[src/rtl/mem_port_arbiter.sv]
// Shares one fixed-latency memory port between instruction fetch and the
// load/store unit; data wins unless fetch has been starved too long.
module mem_port_arbiter #(
  parameter int ADDR_W       = 32,
  parameter int DATA_W       = 32,
  parameter int MEM_LATENCY  = 2,
  parameter int STARVE_LIMIT = 4
) (
  input  logic              clk,
  input  logic              reset,
  input  logic              if_req,
  input  logic [ADDR_W-1:0] if_addr,
  output logic [DATA_W-1:0] if_rdata,
  output logic              if_ack,
  input  logic              d_req,
  input  logic              d_we,
  input  logic [ADDR_W-1:0] d_addr,
  input  logic [DATA_W-1:0] d_wdata,
  output logic [DATA_W-1:0] d_rdata,
  output logic              d_ack,
  output logic              mem_en,
  output logic              mem_we,
  output logic [ADDR_W-1:0] mem_addr,
  output logic [DATA_W-1:0] mem_wdata,
  input  logic [DATA_W-1:0] mem_rdata,
  output logic              busy,
  output logic              grant_data
);

  localparam int CNT_W =
    (MEM_LATENCY > 1) ? $clog2(MEM_LATENCY) : 1;
  localparam logic [CNT_W-1:0] CNT_INIT =
    CNT_W'(MEM_LATENCY - 1);
  localparam logic [3:0] STARVE_MAX = 4'(STARVE_LIMIT);

  typedef enum logic [1:0] {
    IDLE,
    ACCESS,
    DONE
  } state_t;

  state_t           state;
  state_t           state_nxt;
  logic [CNT_W-1:0] cnt;
  logic [3:0]       starve_cnt;
  logic             we_r;
  logic             grant_r;
  logic             any_req;
  logic             pick_fetch;
  logic             last_beat;

  always_ff @(posedge clk) begin
    if (reset) state <= IDLE;
    else       state <= state_nxt;
  end

  always_comb begin
    state_nxt  = state;
    any_req    = if_req | d_req;
    pick_fetch = if_req &&
                 (!d_req || starve_cnt == STARVE_MAX);
    last_beat  = (cnt == '0);
    mem_en     = 1'b0;
    mem_we     = 1'b0;
    if_ack     = 1'b0;
    d_ack      = 1'b0;
    busy       = (state != IDLE);
    grant_data = grant_r;
    unique case (state)
      IDLE: begin
        if (any_req) state_nxt = ACCESS;
      end
      ACCESS: begin
        mem_en = 1'b1;
        // write strobe only on the first beat of a store
        mem_we = we_r && (cnt == CNT_INIT);
        if (last_beat) state_nxt = DONE;
      end
      DONE: begin
        if_ack    = !grant_r;
        d_ack     = grant_r;
        state_nxt = IDLE;
      end
      default: state_nxt = IDLE;
    endcase
  end

  always_ff @(posedge clk) begin
    if (reset) begin
      cnt        <= '0;
      starve_cnt <= '0;
      we_r       <= 1'b0;
      grant_r    <= 1'b0;
      mem_addr   <= '0;
      mem_wdata  <= '0;
      if_rdata   <= '0;
      d_rdata    <= '0;
    end else begin
      unique case (state)
        IDLE: begin
          if (any_req) begin
            grant_r   <= !pick_fetch;
            we_r      <= !pick_fetch && d_we;
            mem_addr  <= pick_fetch ? if_addr : d_addr;
            mem_wdata <= pick_fetch ? '0 : d_wdata;
            cnt       <= CNT_INIT;
            if (pick_fetch)
              starve_cnt <= '0;
            else if (if_req && starve_cnt != STARVE_MAX)
              starve_cnt <= starve_cnt + 4'd1;
          end
        end
        ACCESS: begin
          if (!last_beat) begin
            cnt <= cnt - 1'b1;
          end else if (!we_r) begin
            if (grant_r) d_rdata  <= mem_rdata;
            else         if_rdata <= mem_rdata;
          end
        end
        default: ;
      endcase
    end
  end

endmodule

[config.mk]
export PLATFORM = sky130hd
export DESIGN_NAME = mem_port_arbiter
export DESIGN_NICKNAME = d
export VERILOG_FILES = /design/src/rtl/mem_port_arbiter.sv
export SDC_FILE = /design/constraint.sdc
export NUM_CORES = 1
export LEC_CHECK = 0
export BUFFER_PORTS_ARGS = -buffer_cell sky130_fd_sc_hd__buf_4
export CAP_MARGIN = 15
export CORE_ASPECT_RATIO = 1.2
export CORE_MARGIN = 2
export CORE_UTILIZATION = 49
export CTS_CLUSTER_DIAMETER = 40
export CTS_CLUSTER_SIZE = 40
export DETAILED_ROUTE_END_ITERATION = 10
export PLACE_DENSITY = 0.93
export SLEW_MARGIN = 20
export SYNTH_ARGS = -nofsm -noshare
export SYNTH_HDL_FRONTEND = slang
export SYNTH_SLANG_ARGS = --single-unit
[constraint.sdc]
create_clock -name clk -period 3.2 [get_ports clk]
set_input_delay 0.48 -clock clk [delete_from_list [all_inputs] [get_ports clk]]
set_output_delay 0.48 -clock clk [all_outputs]
set_load 0.1 [all_outputs]
Word level (Yosys, flattened, before mapping)
Cells that the tools add are included.
{ "word_totals": {"register_bits": 137, "inputBits": 133} }
{ "classes": {"add_sub_neg": 2, "n_eq_ne": 6, "muxes": 14, "n_bitwise": 4, "n_reduce_logical": 18} }
{ "op_table": {"columns": ["operator", "n"], "rows": [
  ["two-way mux 32 bit", 2],
  ["two-way mux 4 bit", 2],
  ["AND reduction 4 bit", 2],
  ["two-way mux 1 bit", 6],
  ["AND reduction 2 bit", 3],
  ["nonzero test 2 bit", 3],
  ["adder 4 x 1 -> 4 bit, second input constant", 1],
  ["equality test 4 x 3 -> 1 bit, second input constant", 1],
  ["logical AND 1 bit", 4],
  ["two-way mux 2 bit", 2],
  ["!= test 2 bit, second input constant", 2],
  ["!= test 4 x 3 -> 1 bit, second input constant", 1],
  ["case mux 2 bit (2 select lines)", 1],
  ["zero test 1 bit", 3],
  ["inverter 1 bit", 3],
  ["AND reduction 3 bit", 1],
  ["equality test 2 x 1 -> 1 bit, second input constant", 1],
  ["equality test 2 bit, second input constant", 1],
  ["zero test 2 bit", 1],
  ["case mux 1 bit (2 select lines)", 1],
  ["logical OR 1 bit", 1],
  ["bitwise OR 1 bit", 1],
  ["subtractor 1 bit, second input constant", 1]
]} }

Longest topological paths before layout
{ "logic_depth": {"depth_word": 5, "mapped_depth": 8, "depth_no_buf": 6} }

Least setup slack after synthesis
No wires, ideal clock.
{ "synth_timing": {"path_kind": "reg-to-output", "start": "register grant_r (netlist: grant_data)", "end": "output if_ack", "arrival_ps": 3052, "setup_slack_ps": -332, "path_stages_with_launch": 2, "path_cell_list": "dfxtp_1 > nor3b_1"} }
{ "synth_between": {"elab_chain_len": 2} }
{ "synth_lines": {"columns": ["item", "line_no", "source"], "rows": [
  ["from (decl)", "47", "logic grant_r;"],
  ["from (signal assigned)", "102", "grant_r <= !pick_fetch;"],
  ["zero test 1 bit", "80", "if_ack = !grant_r;"],
  ["two-way mux 1 bit", "69", "unique case (state)"],
  ["to (decl)", "14", "output logic if_ack,"]
]} }
Every way passes these cells.

Worst setup path after layout
{ "layout_timing": {"start": "register state[1]", "end": "output mem_we"} }
{ "layout_between": {"elab_chain_len": 2} }
{ "layout_lines": {"columns": ["item", "line_no", "source"], "rows": [
  ["from (decl)", "42", "state_t state;"],
  ["from (signal assigned)", "54", "else state <= state_nxt;"],
  ["equality test 2 x 1 -> 1 bit", "69", null],
  ["two-way mux 1 bit", "69", null],
  ["to (decl)", "22", "output logic mem_we,"]
]} }
Every way passes these cells.

==> results_dict.tcl <==
set metrics [dict create \
    switching_power_w 0.002068 \
    clock_path_buffers 2 \
    hold_viol 0 \
    swShare_pct 36.19 \
    synth_top_family_by_area "simple AND/OR/NAND/NOR gates" \
    htreeDepth 4 \
    cts_setup_buffers 0 \
    cp-end-kind "output pin" \
    power_frac_comb_pct 29.2 \
    synth_edf_count 0 \
    maxSlewViolCount 0 \
    synthFlopType "dfxtp_1" \
    fin_nets 1030 \
    synthSimpleGateAreaFrac_pct 22.28 \
    synth.distinct_cells 36 \
    syn-cell-area_um2 5430 \
    setup_viol 0 \
    core.rowCount 42 \
    synth_top_area_share_pct 50.51 \
    pwr-share-clk_pct 37.4 \
    cp.arrival_ps 1570 \
    muxShareOfSynthArea_pct 0 \
    core_um2 10930 \
    wl_per_cell_um 15.49 \
    synth_top_area_cell "dfxtp_1" \
    status "finished, final reports clean" \
    seq_power_share_pct 33.4 \
    worst_pin_slew_ps 909.0 \
    syn-num-nets 792 \
    finalWeightedCongestion 0.8294 \
    numCtsBuffers 17 \
    syn_to_final_growth_pct 46.27 \
    die_h_um 119.3 \
    drtIter0Drc 312 \
    grt_overflow 0 \
    drt-vias-per-instance 5.339 \
    yosys_warnings 0 \
    diodes 0 \
    fmaxAchievable_mhz 488.4 \
    clockRootBuffer "clkbuf_16" \
    async_reset_ff_share_pct 0 \
    num_vias 5547 \
    syn-instance-count 657 \
    die_area_um2 11940 \
    drc_errors 0 \
    r2r_slack_ps 1190 \
    ir_worst_vdd_v 0.0005848 \
    grt_max_degree 75 \
    required_ps 2720 \
    syn_avg_cell_area_um2 8.265 \
    synthAdderAreaFrac_pct 0.4608 \
    fin_util_pct 72.66 \
    timing.final.crit_share_pct 63.99 \
    io_pins 267 \
    grt_usage_pct 26.22 \
    p_leak_nw 3.505 \
    max_cap_viol_count 0 \
    worst-setup-path-type "flip-flop to output pin" \
    synth_xor_area_share_pct 0 \
    firstDrtPassIters 5 \
    post-route-min-period_ps 2048 \
    synth_area_leaders "dfxtp_1, nand2_1, a21oi_1" \
    crit_fanout 5 \
    cp-start-kind "flip-flop" \
    dpl_cell_area_um2 7289 \
    initial_core_util_pct 49.68 \
    grt_pass1_vias 5151 \
    antenna_left 0 \
    powerDensity_nw_per_um2 719.3 \
    clkTransAtPathRegs_ps 60 \
    hp-class "primary input to flip-flop" \
    grt_antenna_before_repair 0 \
    synth_compound_area_share_pct 19.47 \
    yosysSeqAreaShare_pct 50.51 \
    setup-tns-final_ps 0 \
    ys_ff_latch 137 \
    intPower_w 0.003645 \
    skew_ps 9.957 \
    total_power_w 0.005713 \
    max_slew_margin_pct 39.25 \
    finalInstanceArea_um2 7943 \
    cts_hold_buf 0 \
    clock_latency_ps 410 \
    yosysMostFrequentCell "nand2_1" \
    die_x_um 100.1 \
    cts_tree "yes" \
    finalWirelength_mm 16.10 \
    hpwl_mm 11.18 \
    synth_common_cells "nand2_1, dfxtp_1, a21oi_1" \
    grt_pass1_wl_mm 24.89 \
    cts_resized 0 \
    clkSinkCount 137 \
    drive_above_1_share_pct 36.49 \
    portBuffers 266 \
    rsz0062_at_grt "false" \
]
==> logic make-up after synthesis <==
group	Yosys count
AOI/OAI and AO/OA	173
adders and majority gates	2
buffers and inverters	58
DFF	137
and+or+nand+nor	287
==> per-stage QoR <==
step | std cells | setup slack [ps] | hold slack, ps
final | 1039 | 1152 | 322.6
after global routing | 1039 | 991.5 | 314.7
after CTS | 1039 | 1147 | 313.4
after floorplan | 657 | 673.9 | 461.9
after global placement | 1008 | 1278 | 441.8
after detailed placement | 1008 | 1215 | 446.6
==> placed cells by master (no fill, tap or decap), drive strengths merged, types with 3 or more instances in the layout <==
master,count
bufinv,5
nand3,35
nor2,35
a211oi,33
dfxtp,137
clkinv,5
buf,273
a21oi,134
nand2,200
nand4,3
inv,4
clkbuf,19
==> layout make-up <==
cell class	count	area [µm²]
multi-input combinational	462	2307
tap	132	165.2
fill	815	2988
clock inverter	12	197.7
timing repair buffer	273	2062
inverter	4	15.01
sequential	137	2743
clock buffer	19	452.9
==> layer usage <==
metal / GRT usage (%) / wire length [µm] / up-vias
met4: 11.99 / 570 / 0
met3: 9.390 / 1405 / 51
met1: 29.48 / 5944 / 2560
li1: - / - / 2673
met2: 44.09 / 8174 / 263
met5: 0 / 0 / -
==> flip-flops by register name, indices dropped and copies added, names as in the netlist <==
name and count:
mem_wdata 32, mem_addr 32, if_rdata 32, starve_cnt 4, we_r 1, state 2
d_rdata 32, cnt 1, grant_data 1
==> power by group through the flow <==
stage / combinational (W) / clock, W / sequential, W
after global placement: 0.00165 / 0 / 0.00194
after floorplan: 0.000431 / 0 / 0.00279
after global routing: 0.00174 / 0.00223 / 0.00192
after CTS: 0.00167 / 0.00216 / 0.00191
after detailed placement: 0.00166 / 0 / 0.00194
final: 0.00167 / 0.00214 / 0.00191
==> path summary, 6_finish.rpt <==
check	startpoint	to	cells past startpoint
worst max-delay path	state[1]$_SDFFE_PP0P_	mem_we	4
worst max register to register	starve_cnt[0]$_SDFFE_PP0P_	mem_addr[12]$_SDFFE_PP0P_	6
worst min-delay path	d_wdata[19]	mem_wdata[19]$_SDFFE_PP0P_	3
worst min register to register	if_rdata[24]$_SDFFE_PP0P_	if_rdata[24]$_SDFFE_PP0P_	2
==> worst max-delay path, cell delays in order, from the launching register on <==
cell,delay (ps)
dfxtp_1,360
nand2b_1,200
inv_1,110
and3_1,180
buf_4,300
Note: power is estimated with default switching activity, not from simulation.
